File: config.mk
export PLATFORM = sky130hd
export DESIGN_NAME = ram_lcu_column_ctrl
export DESIGN_NICKNAME = d
export VERILOG_FILES = /design/src/rtl/ram_lcu_column_ctrl.sv
export SDC_FILE = /design/constraint.sdc
export NUM_CORES = 1
export LEC_CHECK = 0
export CAP_MARGIN = 25
export CORE_ASPECT_RATIO = 0.8
export CORE_MARGIN = 5
export CORE_UTILIZATION = 47
export CTS_CLUSTER_SIZE = 8
export DETAILED_ROUTE_END_ITERATION = 7
export PLACE_DENSITY = 0.84
export SYNTH_ARGS = -nofsm -noshare
export SYNTH_HDL_FRONTEND = slang
export SYNTH_SLANG_ARGS = --single-unit
File: constraint.sdc
create_clock -name clk -period 6.5 [get_ports clk]
set_clock_uncertainty 0.05 [all_clocks]
set_input_delay 0.975 -clock clk [delete_from_list [all_inputs] [get_ports clk]]
set_output_delay 0.975 -clock clk [all_outputs]
set_load 0.02 [all_outputs]
File: src/rtl/ram_lcu_column_ctrl.sv
// rtl/ram_lcu_column_ctrl.sv - LCU left-column RAM controller: clear, writeback on port A, burst reads on port B
module ram_lcu_column_ctrl #(
   parameter int                WORD_W   = 32,
   parameter int                ADDR_W   = 6,
   parameter logic [WORD_W-1:0] INIT_VAL = 32'h80808080
) (
   input  logic              clk,
   input  logic              rstn,
   input  logic              lcu_start_i,
   output logic              init_done_o,
   input  logic              wr_req_i,
   input  logic [ADDR_W-1:0] wr_addr_i,
   input  logic [WORD_W-1:0] wr_data_i,
   output logic              wr_ack_o,
   input  logic              rd_req_i,
   input  logic [ADDR_W-1:0] rd_addr_i,
   input  logic [ADDR_W:0]   rd_len_i,
   output logic              rd_ack_o,
   output logic              rd_busy_o,
   output logic              rd_valid_o,
   output logic [WORD_W-1:0] rd_data_o,
   output logic              ram_cena_o,
   output logic              ram_wena_o,
   output logic [ADDR_W-1:0] ram_addra_o,
   output logic [WORD_W-1:0] ram_dataa_o,
   output logic              ram_oena_o,
   output logic              ram_cenb_o,
   output logic              ram_wenb_o,
   output logic [ADDR_W-1:0] ram_addrb_o,
   output logic [WORD_W-1:0] ram_datab_o,
   output logic              ram_oenb_o,
   input  logic [WORD_W-1:0] ram_datab_i
);

   localparam logic [ADDR_W:0]   MAX_LEN  = (ADDR_W+1)'(1 << ADDR_W);
   localparam logic [ADDR_W-2:0] CLR_LAST = '1;

   typedef enum logic {ST_IDLE, ST_CLEAR} state_t;

   state_t            state;
   logic [ADDR_W-2:0] clr_cnt;
   logic [ADDR_W:0]   rd_rem;
   logic [ADDR_W-1:0] rd_addr_q;
   logic              rd_valid_q;
   logic              byp_q;
   logic [WORD_W-1:0] byp_data_q;
   logic [WORD_W-1:0] data_hold_q;

   logic              serve;
   logic              busy;
   logic              issue;
   logic [ADDR_W:0]   len_sat;
   logic [ADDR_W-1:0] issue_addr;

   // normal service only in IDLE and never in the cycle a new LCU starts
   assign serve      = (state == ST_IDLE) & ~lcu_start_i;
   assign busy       = (rd_rem != '0);
   assign wr_ack_o   = serve & wr_req_i;
   assign rd_ack_o   = serve & rd_req_i & ~busy;
   assign len_sat    = (rd_len_i > MAX_LEN) ? MAX_LEN : rd_len_i;
   assign issue      = serve & (busy | (rd_ack_o & (len_sat != '0)));
   assign issue_addr = busy ? rd_addr_q : rd_addr_i;

   assign rd_busy_o  = busy;
   assign rd_valid_o = rd_valid_q;
   assign rd_data_o  = rd_valid_q ? (byp_q ? byp_data_q : ram_datab_i) : data_hold_q;
   assign ram_oena_o = 1'b0;
   assign ram_oenb_o = 1'b0;

   always_comb begin
      ram_cena_o  = 1'b1;
      ram_wena_o  = 1'b1;
      ram_addra_o = '0;
      ram_dataa_o = '0;
      ram_cenb_o  = 1'b1;
      ram_wenb_o  = 1'b1;
      ram_addrb_o = '0;
      ram_datab_o = '0;
      if (state == ST_CLEAR) begin
         ram_cena_o  = 1'b0;
         ram_wena_o  = 1'b0;
         ram_addra_o = {clr_cnt, 1'b0};
         ram_dataa_o = INIT_VAL;
         ram_cenb_o  = 1'b0;
         ram_wenb_o  = 1'b0;
         ram_addrb_o = {clr_cnt, 1'b1};
         ram_datab_o = INIT_VAL;
      end else begin
         if (wr_ack_o) begin
            ram_cena_o  = 1'b0;
            ram_wena_o  = 1'b0;
            ram_addra_o = wr_addr_i;
            ram_dataa_o = wr_data_i;
         end
         if (issue) begin
            ram_cenb_o  = 1'b0;
            ram_addrb_o = issue_addr;
         end
      end
   end

   always_ff @(posedge clk or negedge rstn) begin
      if (!rstn) begin
         state       <= ST_IDLE;
         clr_cnt     <= '0;
         init_done_o <= 1'b0;
         rd_rem      <= '0;
         rd_addr_q   <= '0;
         rd_valid_q  <= 1'b0;
         byp_q       <= 1'b0;
         byp_data_q  <= '0;
         data_hold_q <= '0;
      end else begin
         init_done_o <= 1'b0;
         if (lcu_start_i) begin
            state   <= ST_CLEAR;
            clr_cnt <= '0;
         end else if (state == ST_CLEAR) begin
            if (clr_cnt == CLR_LAST) begin
               state       <= ST_IDLE;
               init_done_o <= 1'b1;
            end else begin
               clr_cnt <= clr_cnt + (ADDR_W-1)'(1);
            end
         end

         if (lcu_start_i) begin
            rd_rem <= '0;
         end else if (rd_ack_o) begin
            rd_rem    <= (len_sat == '0) ? '0 : len_sat - (ADDR_W+1)'(1);
            rd_addr_q <= rd_addr_i + ADDR_W'(1);
         end else if (busy) begin
            rd_rem    <= rd_rem - (ADDR_W+1)'(1);
            rd_addr_q <= rd_addr_q + ADDR_W'(1);
         end

         // the RAM returns the old word on a same-address read/write, so forward the new one
         rd_valid_q <= issue;
         byp_q      <= issue & wr_ack_o & (issue_addr == wr_addr_i);
         if (issue & wr_ack_o & (issue_addr == wr_addr_i))
            byp_data_q <= wr_data_i;
         if (rd_valid_q)
            data_hold_q <= rd_data_o;
      end
   end

endmodule

== Word level (Yosys, flattened, before mapping) ==
Cells that the tools add are included.

* Input port bits: 88
* Output and inout port bits: 119
* Register bits after elaboration: 86

* Bitwise logic cells: 12
* Reductions and logical operators: 8
* Muxes and demuxes: 31
* $add $sub $neg: 5
* Order comparisons: 1
* Eq/ne operators: 3

{| class="wikitable"
|+ Operators with widths
! kind !! count
|-
| $mux W32 || 5
|-
| $mux W6 || 7
|-
| $mux W7 || 5
|-
| $mux W5 || 3
|-
| $reduce_bool A7 Y1 || 2
|-
| $sub A7 B1 Y7 const B || 2
|-
| $add A6 B1 Y6 const B || 2
|-
| $mux W1 || 11
|-
| $and A1 B1 Y1 || 8
|-
| $gt A7 B7 Y1 const B || 1
|-
| $logic_not A7 Y1 || 1
|-
| $eq A6 B6 Y1 || 1
|-
| $add A5 B1 Y5 const B || 1
|-
| $eq A5 B5 Y1 const B || 1
|-
| $reduce_and A2 Y1 || 2
|-
| $reduce_bool A2 Y1 || 2
|-
| $not A1 Y1 || 3
|-
| $reduce_bool A3 Y1 || 1
|-
| $ne A2 B2 Y1 const B || 1
|-
| $or A1 B1 Y1 || 1
|}

== Logic depth before layout (Yosys ltp) ==
* Word-level depth: 9
* Gate-level depth with buffers: 13

== Least setup slack after synthesis ==
Ideal clock, no wire load.

* Kind: register -> output
* Start point: register rd_rem[0]
* End point: output ram_cenb_o
* Path slack: 3.168 ns
* Buffers on the path: 2
* Required time: 5.475 ns
* Stages on the path, launching flop included: 12
* Arrival: 2.307 ns
* Cells stage by stage: dfrtp_1 inv_1 ha_1 nor3b_4 and2_1 buf_6 clkbuf_1 inv_1 a21oi_1 nand2b_1 inv_1 nor2_1

* Cells in the longest elaborated chain, start to end: 8

{| class="wikitable"
|+ RTL lines
! what !! line !! source
|-
| start: declaration || 42 || <nowiki>logic [ADDR_W:0] rd_rem;</nowiki>
|-
| start signal: assignment || 130 || <nowiki>rd_rem <= (len_sat == '0) ? '0 : len_sat - (ADDR_W+1)'(1);</nowiki>
|-
| start signal: assignment || 133 || <nowiki>rd_rem <= rd_rem - (ADDR_W+1)'(1);</nowiki>
|-
| $reduce_bool A7 Y1 * || 57 || <nowiki>assign busy = (rd_rem != '0);</nowiki>
|-
| named net rd_busy_o || 19 || <nowiki>output logic rd_busy_o,</nowiki>
|-
| $not A1 Y1 || 59 || <nowiki>assign rd_ack_o = serve & rd_req_i & ~busy;</nowiki>
|-
| $and A1 B1 Y1 || 59 ||
|-
| $and A1 B1 Y1 || 61 || <nowiki>assign issue = serve & (busy | (rd_ack_o & (len_sat != '0)));</nowiki>
|-
| $or A1 B1 Y1 * || 61 ||
|-
| $and A1 B1 Y1 * || 61 ||
|-
| named net issue || 51 || <nowiki>logic issue;</nowiki>
|-
| $mux W1 * || 95 || <nowiki>if (issue) begin</nowiki>
|-
| $mux W1 * || 79 || <nowiki>if (state == ST_CLEAR) begin</nowiki>
|-
| end: declaration || 27 || <nowiki>output logic ram_cenb_o,</nowiki>
|}

Mark *: on every way through the listed nets, which the timed path passes. The rest lies on a longest branch.

== Worst setup path in the final report ==
* Start point: input lcu_start_i
* End point: output rd_ack_o

* Cells in the longest elaborated chain, start to end: 4

{| class="wikitable"
|+ RTL lines
! what !! line !! source
|-
| start: declaration || 9 || <nowiki>input logic lcu_start_i,</nowiki>
|-
| $not A1 Y1 (no line) || n/a ||
|-
| $and A1 B1 Y1 || 56 || <nowiki>assign serve = (state == ST_IDLE) & ~lcu_start_i;</nowiki>
|-
| $and A1 B1 Y1 (2 in a row) || 59 ||
|-
| end: declaration || 18 || <nowiki>output logic rd_ack_o,</nowiki>
|}

Every way passes these cells.

==> flow_summary_export.csv <==
group,metric,value,unit
place,dp.cells,827,
yosys,yosysUniqueCellTypes,45,
routing,vias,4391,
cells_and_area,diodes,0,
power,power.density_cell_area,302,mW/mm²
setup_path,path_cells,"clkdlybuf4s50_1 > nor2_1 > nand4_1 > inv_1 > clkdlybuf4s50_1",
die,die_h,103,µm
cells_and_area,regArea,0.00215,mm²
setup_path,crit_slowest_cell,"clkdlybuf4s50_1",
die,initial_utilization,47.5,%
status,outcome,"complete, no violations",
routing,first_pass_iters,5,
cells_and_area,fin_cells,843,
cells_and_area,area_delta_synth_final,39.0,%
clock_tree,clkTransAtPathRegs,60,ps
setup_path,crit_type,"input pin to output pin",
timing,tns,0,ps
timing,fin_crit_sh,72.5,%
clock_tree,clkLatencyLatePin,330,ps
setup_path,crit_buf_inv,3,
place,place.gp.congestion,0.935,
routing,via_per_inst,5.21,
routing,post_drt_wl_per_cell,17.4,µm
timing,setup_violations,0,
die,rows,34,
yosys,synth.most_common_cell,"dfrtp_1",
cells_and_area,final_nets,788,
timing,hold_viol,0,
setup_path,worst-path-stages,5,
global_routing,grt_max_degree,66,
global_routing,antenna_found_initial,0,
setup_path,critPathMaxFanout,17,
yosys,async_reset_ff_share,100,%
timing,maxSlewHeadroom,33.7,%
cells_and_area,drive_above_1_share,8.87,%
setup_path,cpMostUsedCell,"clkdlybuf4s50_1",
global_routing,gr-usage-all-layers,22.1,%
cells_and_area,multi_input_area,0.00259,mm²
cells_and_area,fillers,882,
clock_tree,cts_sinks,86,
yosys,ys_top_cells_by_area,"dfrtp_1 (42%), mux2_4 (8.5%), a21oi_1 (8.3%)",
yosys,ys_seq_area_share,42.1,%
die,fp.dieArea,0.0131,mm²
setup_path,cpPeakStageDelay,710,ps
setup_path,startpoint_type,"input pin",
place,port-buffer-count,176,
yosys,syn_area_per_cell,9.51,µm²
die,fp.dieW,127,µm
flow_run,cap_viol_max_count,0,
routing,drcViolationCount,0,
yosys,yosys-top-cells-count,"dfrtp_1 (86), a21oi_1 (85), nor2_1 (52), nand2_1 (41), buf_4 (35)",
yosys,syn_area,0.00511,mm²
yosys,syn_inst,537,
die,coreArea,0.0108,mm²
yosys,ys_ff_latch,86,
timing,drv_slew,0,
yosys,synth_edf_count,0,
worst_hold_path,hold_class,"flip-flop to flip-flop",
timing,max_freq,212,MHz
routing,top_layer,"met4",
yosys,synth_ff_type,"dfrtp_1",
worst_hold_path,min_delay_path_depth,2,
yosys,yosys.area.top_type,"dfrtp_1",
setup_path,crit_family,"buffers and inverters",
power,peakVddDrop,0.143,mV
timing,grt_setup_unrepaired,"no",
routing,wl,14.7,mm
clock_tree,cts_resized,0,
clock_tree,cts_max_level,3,
yosys,synth_top_cell_area_share,42.1,%
routing,drt-initial-drc-count,315,
setup_path,arrival,3680,ps
clock_tree,cts_hold_buffers,0,
routing,dr_wl_met2,6.80,mm
place,dp_hpwl,11.2,mm
clock_tree,post_cts_buffers,0,
setup_path,critical_path_required,5470,ps
clock_tree,cts_buffer_depth,2,
yosys,ys_warn_count,0,
clock_tree,cts_tree,"done",
power,power.leakage,0.00297,µW
routing,met3_length,1.08,mm
clock_tree,cts_root_buffer,"clkbuf_16",
die,io_pins,207,
global_routing,grt_pass1_vias,4465,
setup_path,cp-end-kind,"output pin",
clock_tree,numCtsBuffers,9,
timing,worst_slew_pin_slew,995,ps
setup_path,ff2ff_path_depth,9,
global_routing,grt_pass1_wl,23.1,mm
routing,ant_nets,0,
global_routing,gr-total-overflow,0,
routing,m1WireLength,6.59,mm
timing,finalCriticalPeriod,4710,ps
==> state kept, by name (all words and copies together) (netlist names) <==
name,flops
state,1
byp_data_q,32
rd_valid_o,1
init_done_o,1
rd_addr_q,6
byp_q,1
data_hold_q,32
clr_cnt,5
rd_rem,7
==> final timing paths <==
check	slack, ps	end	startpoint
setup / recovery	1790	rd_ack_o	lcu_start_i
hold / removal	460	data_hold_q[15]	data_hold_q[15]
setup reg to reg	2710	byp_data_q[22]	rd_rem[0]
hold reg to reg	460	data_hold_q[15]	data_hold_q[15]
max in group asynchronous	4810	byp_q	rstn
min in group asynchronous	470	byp_data_q[28]	rstn
==> cell type report <==
class | instances | share of cell area [%]
inverters | 18 | 0.952
multi-input cells | 398 | 36.6
clock inverters | 7 | 1.13
repair buffers | 181 | 25.3
clock buffers | 9 | 3.17
well taps | 144 | 2.54
flip-flops and latches | 86 | 30.3
==> worst register-to-register path: stages, from the launching register on <==
cell and delay [ps]:
dfrtp_1 430, inv_1 80, ha_1 190, nor3b_4 390
and2_1 620, mux2_2 420, a221o_1 310, nor4_4 330
buf_4 460, mux2_2 400
==> report_power, final <==
group          switching [µW]  leakage [µW]  total (µW)  internal, µW
combinational             383       0.00182         792           409
sequential                132      0.000998         829           697
clock                     223      0.000149         527           304
total                     737       0.00297        2150          1410
==> stage by stage <==
step / worst slack [ps] / total power, µW / area, µm² / utilization, % / hold slack [ps]
4_1_cts: 1770 / 2150 / 7100 / 66.0 / 464
3_5_place_dp: 1760 / 1620 / 6790 / 63.1 / 446
2_1_floorplan: 3170 / 1370 / 5220 / - / 417
3_3_place_gp: 1880 / 1590 / 6790 / 63.1 / 440
6_report: 1790 / 2150 / 7100 / 66.0 / 460
5_1_grt: 1610 / 2280 / 7100 / 66.0 / 472
==> metal layers <==
layer	up-vias	track usage, %
met1	2097	29.6
met3	18	5.80
met5	-	0
met2	174	36.3
li1	2102	-
met4	0	5.85
==> placed cells by master (no fill, tap or decap), types with 2 or more instances in the layout <==
| master | Yosys | layout |
|---|---|---|
| clkdlybuf4s50_1 | 0 | 175 |
| a21oi_1 | 85 | 85 |
| dfrtp_1 | 86 | 84 |
| nor2_1 | 52 | 52 |
| nand2_1 | 41 | 41 |
| mux2i_1 | 34 | 34 |
| and2_1 | 30 | 30 |
| conb_1 | 1 | 30 |
| mux2_4 | 29 | 29 |
| inv_1 | 17 | 17 |
| o21ai_0 | 17 | 17 |
| clkbuf_16 | 0 | 9 |
| nor3_1 | 8 | 8 |
| xnor2_1 | 8 | 8 |
| nand3_1 | 7 | 7 |
| ha_1 | 6 | 6 |
| buf_4 | 35 | 6 |
| nand2b_1 | 5 | 5 |
| o22ai_1 | 4 | 4 |
| mux2_2 | 4 | 4 |
| a221oi_1 | 4 | 4 |
| and3_1 | 4 | 4 |
| xor2_1 | 4 | 4 |
| nand4_1 | 3 | 3 |
| nand3b_1 | 3 | 3 |
| inv_6 | 0 | 3 |
| nor3b_4 | 2 | 2 |
| o211ai_1 | 2 | 2 |
| a311oi_1 | 2 | 2 |
| dfrtp_2 | 0 | 2 |
==> kinds of logic after synthesis <==
logic type / share of synthesized area [%]
AND/OR/NAND/NOR: 15.8
multiplexers: 16.1
buffers and inverters: 9.21
AO/OA/AOI/OAI: 13.2
flip-flops: 42.1
adder cells (fa/ha/maj): 1.47
other: 0.0734
XOR/XNOR: 2.06
(Power assumes the default switching activity.)
